`config.mk`:
```
export PLATFORM = sky130hd
export DESIGN_NAME = instr_seq_ctrl
export DESIGN_NICKNAME = d
export VERILOG_FILES = /design/src/rtl/instr_seq_ctrl.sv
export SDC_FILE = /design/constraint.sdc
export NUM_CORES = 1
export LEC_CHECK = 0
export BUFFER_PORTS_ARGS = -buffer_cell sky130_fd_sc_hd__buf_4
export CAP_MARGIN = 20
export CELL_PAD_IN_SITES_DETAIL_PLACEMENT = 1
export CELL_PAD_IN_SITES_GLOBAL_PLACEMENT = 2
export CORE_MARGIN = 2
export CORE_UTILIZATION = 30
export DETAILED_ROUTE_END_ITERATION = 12
export MAX_ROUTING_LAYER = met4
export PLACE_DENSITY = 0.87
export REMOVE_ABC_BUFFERS = 1
export SYNTH_ARGS = -nofsm -noshare
export SYNTH_HDL_FRONTEND = slang
export SYNTH_SLANG_ARGS = --single-unit
```
`constraint.sdc`:
```
create_clock -name clk -period 2.3 [get_ports clk]
set_input_delay 0.23 -clock clk [delete_from_list [all_inputs] [get_ports clk]]
set_output_delay 0.23 -clock clk [all_outputs]
set_load 0.01 [all_outputs]
```
`src/rtl/instr_seq_ctrl.sv`:
```
// Fetch/decode sequencer: owns PC and IR, fetches over a req/ack port, resolves
// branch and halt locally and hands every other instruction to the datapath.
module instr_seq_ctrl #(
    parameter int              PC_W     = 9,
    parameter logic [PC_W-1:0] RESET_PC = {PC_W{1'b0}}
) (
    input  logic            clk,
    input  logic            reset,
    input  logic            run,
    output logic            mem_req,
    output logic [PC_W-1:0] mem_addr,
    input  logic            mem_ack,
    input  logic [15:0]     mem_rdata,
    output logic [15:0]     ir,
    output logic            dp_start,
    input  logic            dp_done,
    output logic [PC_W-1:0] pc,
    output logic            halted
);

    localparam logic [2:0] ST_IDLE    = 3'd0;
    localparam logic [2:0] ST_FETCH   = 3'd1;
    localparam logic [2:0] ST_DECODE  = 3'd2;
    localparam logic [2:0] ST_EXEC    = 3'd3;
    localparam logic [2:0] ST_WAIT_DP = 3'd4;
    localparam logic [2:0] ST_HALT    = 3'd5;

    localparam logic [2:0] OP_BRANCH = 3'b001;
    localparam logic [2:0] OP_HALT   = 3'b111;

    localparam logic [PC_W-1:0] PC_ONE = {{(PC_W-1){1'b0}}, 1'b1};

    // Branch target pc + 1 + sext(imm8), computed wide and truncated so it wraps both ways.
    function automatic logic [PC_W-1:0] branch_target(
        input logic [PC_W-1:0] base,
        input logic [7:0]      imm
    );
        logic [PC_W+7:0] base_x;
        logic [PC_W+7:0] imm_x;
        logic [PC_W+7:0] sum_x;
        base_x = {8'h00, base};
        imm_x  = {{PC_W{imm[7]}}, imm};
        sum_x  = base_x + imm_x + {{(PC_W+7){1'b0}}, 1'b1};
        return sum_x[PC_W-1:0];
    endfunction

    logic [2:0]      state_r,    state_s;
    logic [PC_W-1:0] pc_r,       pc_s;
    logic [15:0]     ir_r,       ir_s;
    logic            mem_req_r,  mem_req_s;
    logic [PC_W-1:0] mem_addr_r, mem_addr_s;
    logic            dp_start_r, dp_start_s;
    logic            halted_r,   halted_s;
    logic [PC_W-1:0] br_target_s;
    logic [PC_W-1:0] pc_inc_s;

    assign br_target_s = branch_target(pc_r, ir_r[7:0]);
    assign pc_inc_s    = pc_r + PC_ONE;

    // Next-state and next-output logic; every output is the registered copy of these.
    always_comb begin
        state_s    = state_r;
        pc_s       = pc_r;
        ir_s       = ir_r;
        mem_req_s  = mem_req_r;
        mem_addr_s = mem_addr_r;
        dp_start_s = 1'b0;
        halted_s   = halted_r;
        case (state_r)
            ST_IDLE: begin
                if (run) begin
                    state_s    = ST_FETCH;
                    mem_req_s  = 1'b1;
                    mem_addr_s = pc_r;
                end else begin
                    mem_req_s  = 1'b0;
                end
            end
            ST_FETCH: begin
                if (mem_ack) begin
                    ir_s      = mem_rdata;
                    mem_req_s = 1'b0;
                    state_s   = ST_DECODE;
                end else begin
                    mem_req_s = 1'b1;
                end
            end
            ST_DECODE: begin
                case (ir_r[15:13])
                    OP_HALT: begin
                        halted_s = 1'b1;
                        state_s  = ST_HALT;
                    end
                    OP_BRANCH: begin
                        pc_s       = br_target_s;
                        mem_addr_s = br_target_s;
                        mem_req_s  = 1'b1;
                        state_s    = ST_FETCH;
                    end
                    default: begin
                        dp_start_s = 1'b1;
                        state_s    = ST_EXEC;
                    end
                endcase
            end
            ST_EXEC: begin
                state_s = ST_WAIT_DP;
            end
            ST_WAIT_DP: begin
                if (dp_done) begin
                    pc_s       = pc_inc_s;
                    mem_addr_s = pc_inc_s;
                    mem_req_s  = 1'b1;
                    state_s    = ST_FETCH;
                end else begin
                    state_s    = ST_WAIT_DP;
                end
            end
            ST_HALT: begin
                mem_req_s = 1'b0;
                state_s   = ST_HALT;
            end
            default: begin
                // Unreachable encodings fall back to a quiet IDLE.
                mem_req_s = 1'b0;
                state_s   = ST_IDLE;
            end
        endcase
    end

    // State and output registers; reset wins over any coincident ack or done.
    always_ff @(posedge clk) begin
        if (reset) begin
            state_r    <= ST_IDLE;
            pc_r       <= RESET_PC;
            ir_r       <= 16'h0000;
            mem_req_r  <= 1'b0;
            mem_addr_r <= RESET_PC;
            dp_start_r <= 1'b0;
            halted_r   <= 1'b0;
        end else begin
            state_r    <= state_s;
            pc_r       <= pc_s;
            ir_r       <= ir_s;
            mem_req_r  <= mem_req_s;
            mem_addr_r <= mem_addr_s;
            dp_start_r <= dp_start_s;
            halted_r   <= halted_s;
        end
    end

    assign mem_req  = mem_req_r;
    assign mem_addr = mem_addr_r;
    assign ir       = ir_r;
    assign dp_start = dp_start_r;
    assign pc       = pc_r;
    assign halted   = halted_r;

endmodule
```
==> metrics.md <==
| Metric | Value |
|---|---|
| Clk pwr share | `30.0%` |
| Largest net degree at the start of global routing | `33` |
| Worst Hold Slack | `165 ps` |
| Least-Margin Pin Slew | `839 ps` |
| Fin Setup TNS | `0 ps` |
| Vias | `2,433` |
| Drt initial violations | `101` |
| Maximum clock rate | `0.474 GHz` |
| Final setup fails | `0` |
| Clock-pin slew on the worst setup and hold paths | `80 ps` |
| Fill count | `973` |
| Int Pwr | `0.00109 W` |
| Htree depth | `2` |
| CTS hold repair buffers | `0` |
| Total gr overflow | `0` |
| Vias in the first global route | `2,392` |
| Clock insertion delay at the later pin of the skew report | `310 ps` |
| Layout area overhead | `29.1%` |
| Row cnt | `32` |
| Placed inst area | `2940 um2` |
| Syn avg cell area | `7.77 um2` |
| EDFF count, synth | `0` |
| Post-cts repair resize count | `0` |
| Setup ws final | `188 ps` |
| Root Buffer | `clkbuf_8` |
| Reg2reg start | `ir[0]$_SDFFE_PP0P_` |
| Cell leakage power | `1.19 nW` |
| # Post-CTS Setup Buffers | `0` |
| Flops & latches, synth | `40` |
| Crit path launch | `ir[0]$_SDFFE_PP0P_` |
| Die extent in x | `92.6 um` |
| Final Slew Violations | `0` |
| Synth unique cells | `53` |
| Worst Path Required | `2460 ps` |
| CTS Buf Count | `5` |
| Clk sinks | `40` |
| Asr flop ratio synth | `0%` |
| Area of the mapped netlist | `2350 um2` |
| Max-Cap Viols | `0` |
| R2R Setup Slk | `190 ps` |
| Kind of critical path | `reg -> reg` |
| Startpoint Class | `register` |
| PwrDens | `521 nW/um2` |
| Antenna-violating nets left | `0` |
| Routed len/inst | `15.7 um` |
| Initial antenna violation count | `0` |
| Number of inserted diodes | `0` |
| Drc violations | `0` |
| Initial DRT Pass Iterations | `4` |
| Worst slew margin | `44.0%` |
| I/O pins | `58` |
| Max Root-Sink Buffers | `2` |
| Nets | `397` |
| CP Max Fanout | `3` |
| Ys Warns | `0` |
| Switching Fraction | `30.9%` |
| CTS tree | `yes` |
| Comb pwr share | `21.4%` |
| Via-per-instance ratio | `5.20` |
| Sequential-to-total area share from yosys stat | `34.0%` |
| Hpwl dp | `5460 um` |
| Port Buffers | `57` |
| Max IR drop VDD | `0.281 mV` |
| Initial core utilization | `30.8%` |
| Design Area, Final | `3040 um2` |
| CP Data Arrival Time | `2270 ps` |
| Crit end category | `register` |
| Hold/Removal Path Class | `in -> reg` |
| CORE AREA | `7650 um2` |
| Worst R2R Path Depth | `8` |
| Crit path time final | `2110 ps` |
| Psw | `0.000490 W` |
| Final Cycle Share | `91.8%` |
| RSZ-0062 raised after global routing | `true` |
| WL final | `7350 um` |
| Die H | `92.6 um` |
| Final hold vios | `0` |
| Synth Instances | `303` |
| First-pass GRT wire length | `12,000 um` |
| Outcome | `completed` |
| Global Route Usage Sum | `18.3%` |
| Top FF cell, synth | `dfxtp_1` |
| Layout cell share with drive strength beyond 1 | `24.9%` |
| Total chip power | `0.00158 W` |
| Sequential power share | `48.6%` |
| R2R Path End | `mem_addr[4]$_SDFFE_PP0P_` |
| Critical Path Sink | `mem_addr[4]$_SDFFE_PP0P_` |
| GP Congestion | `0.814` |
| Worst Skew | `7.94 ps` |
| Die area | `8570 um2` |
| Worst slack, placed | `40.0 ps` |
sequential cells by signal (all words and copies together) (netlist names):
name / flops
ir: 16
mem_addr: 9
pc: 9
state_r: 3
dp_start: 1
halted: 1
mem_req: 1
metrics by stage:
| step | cells | utilization, % |
|---|---|---|
| after CTS | 468 | 39.5 |
| after floorplan | 287 | - |
| after global placement | 461 | 38.5 |
| after detailed placement | 461 | 38.5 |
| final | 468 | 39.8 |
| after global routing | 468 | 39.8 |
power by group through the flow:
stage	Combinational [W]	Sequential, W	Clock [W]
after floorplan	0.000151	0.000805	0
final	0.000340	0.000770	0.000474
after detailed placement	0.000341	0.000786	0
after CTS	0.000342	0.000771	0.000486
after global routing	0.000373	0.000778	0.000524
after global placement	0.000336	0.000785	0
area by class of cell:
class	instances	area (um2)	share of cell area, %
multi-input cells	236	1450	47.7
well taps	102	128	4.20
clock inverters	2	12.5	0.412
clock buffers	5	68.8	2.26
flip-flops and latches	40	801	26.3
inverters	11	41.3	1.36
repair buffers	72	541	17.8
worst max-delay path, cell delays in order (launching register included):
cell      delay [ps]
dfxtp_1          360
inv_1             50
ha_1             220
fa_1             400
nand2b_1         230
a21oi_1          190
xnor2_1          110
a221oi_1         310
a21oi_1          110
Yosys cell counts, drive strengths merged (2+ instances only):
library cell / number / area share (%)
ha: 9 / 4.8
o22ai: 4 / 1.1
o221a: 2 / 0.96
o21a: 4 / 1.3
xnor2: 4 / 1.5
nor3: 9 / 1.9
clkbuf: 8 / 1.3
nand3: 6 / 1.3
nor4: 3 / 0.80
o32ai: 3 / 1.4
xor2: 2 / 0.74
nor2b: 2 / 0.53
and2: 3 / 0.80
a211oi: 6 / 1.9
or3b: 2 / 0.74
inv: 11 / 1.8
and3: 4 / 1.1
a21oi: 41 / 9.0
nor3b: 4 / 2.0
nor2: 18 / 2.9
mux2i: 5 / 2.1
o21ai: 25 / 5.3
a31oi: 3 / 0.80
nand2b: 4 / 1.1
buf: 8 / 2.2
a221oi: 2 / 0.74
dfxtp: 40 / 34
a21o: 2 / 0.64
o211ai: 2 / 0.64
nand2: 50 / 8.0
a41oi: 2 / 0.74
cells by family (layout without fill, tap and decap cells):
| kind of cell | count (synthesis) | after routing | share of synthesized area [%] |
|---|---|---|---|
| AO/OA/AOI/OAI | 104 | 104 | 27.5 |
| adder cells (fa/ha/maj) | 10 | 10 | 5.63 |
| multiplexers | 6 | 6 | 2.60 |
| flip-flops | 40 | 40 | 34.0 |
| AND/OR/NAND/NOR | 110 | 110 | 22.8 |
| buffers and inverters | 27 | 90 | 5.21 |
| XOR/XNOR | 6 | 6 | 2.23 |
how the worst min path moves through the flow:
stage                            start                   to  slack (ps)  cells after the start
floorplan                        reset   ir[0]$_SDFFE_PP0P_         300                      1
global placement    ir[8]$_SDFFE_PP0P_   ir[8]$_SDFFE_PP0P_         440                      2
detailed placement  ir[9]$_SDFFE_PP0P_   ir[9]$_SDFFE_PP0P_         450                      2
CTS                      mem_rdata[11]  ir[11]$_SDFFE_PP0P_         160                      3
global route             mem_rdata[11]  ir[11]$_SDFFE_PP0P_         160                      3
finish                    mem_rdata[2]   ir[2]$_SDFFE_PP0P_         160                      3
cells in the final DEF, fill, tap and decap left out, drive strengths merged, types with 9 or more instances in the layout:
| master | n |
|---|---|
| o21ai | 25 |
| inv | 11 |
| nand2 | 50 |
| buf | 72 |
| nor2 | 18 |
| a21oi | 41 |
| dfxtp | 40 |
| nor3 | 9 |
| ha | 9 |
metal layers:
metal | global-route usage, % | routed length [um] | part of all wire (%)
met4 | 4.98 | 106 | 1.4
met1 | 23.6 | 3460 | 47
met5 | - | 0 | 0
met2 | 29.3 | 3470 | 47
met3 | 3.50 | 321 | 4.4
Note: power is estimated with default switching activity, not from simulation.
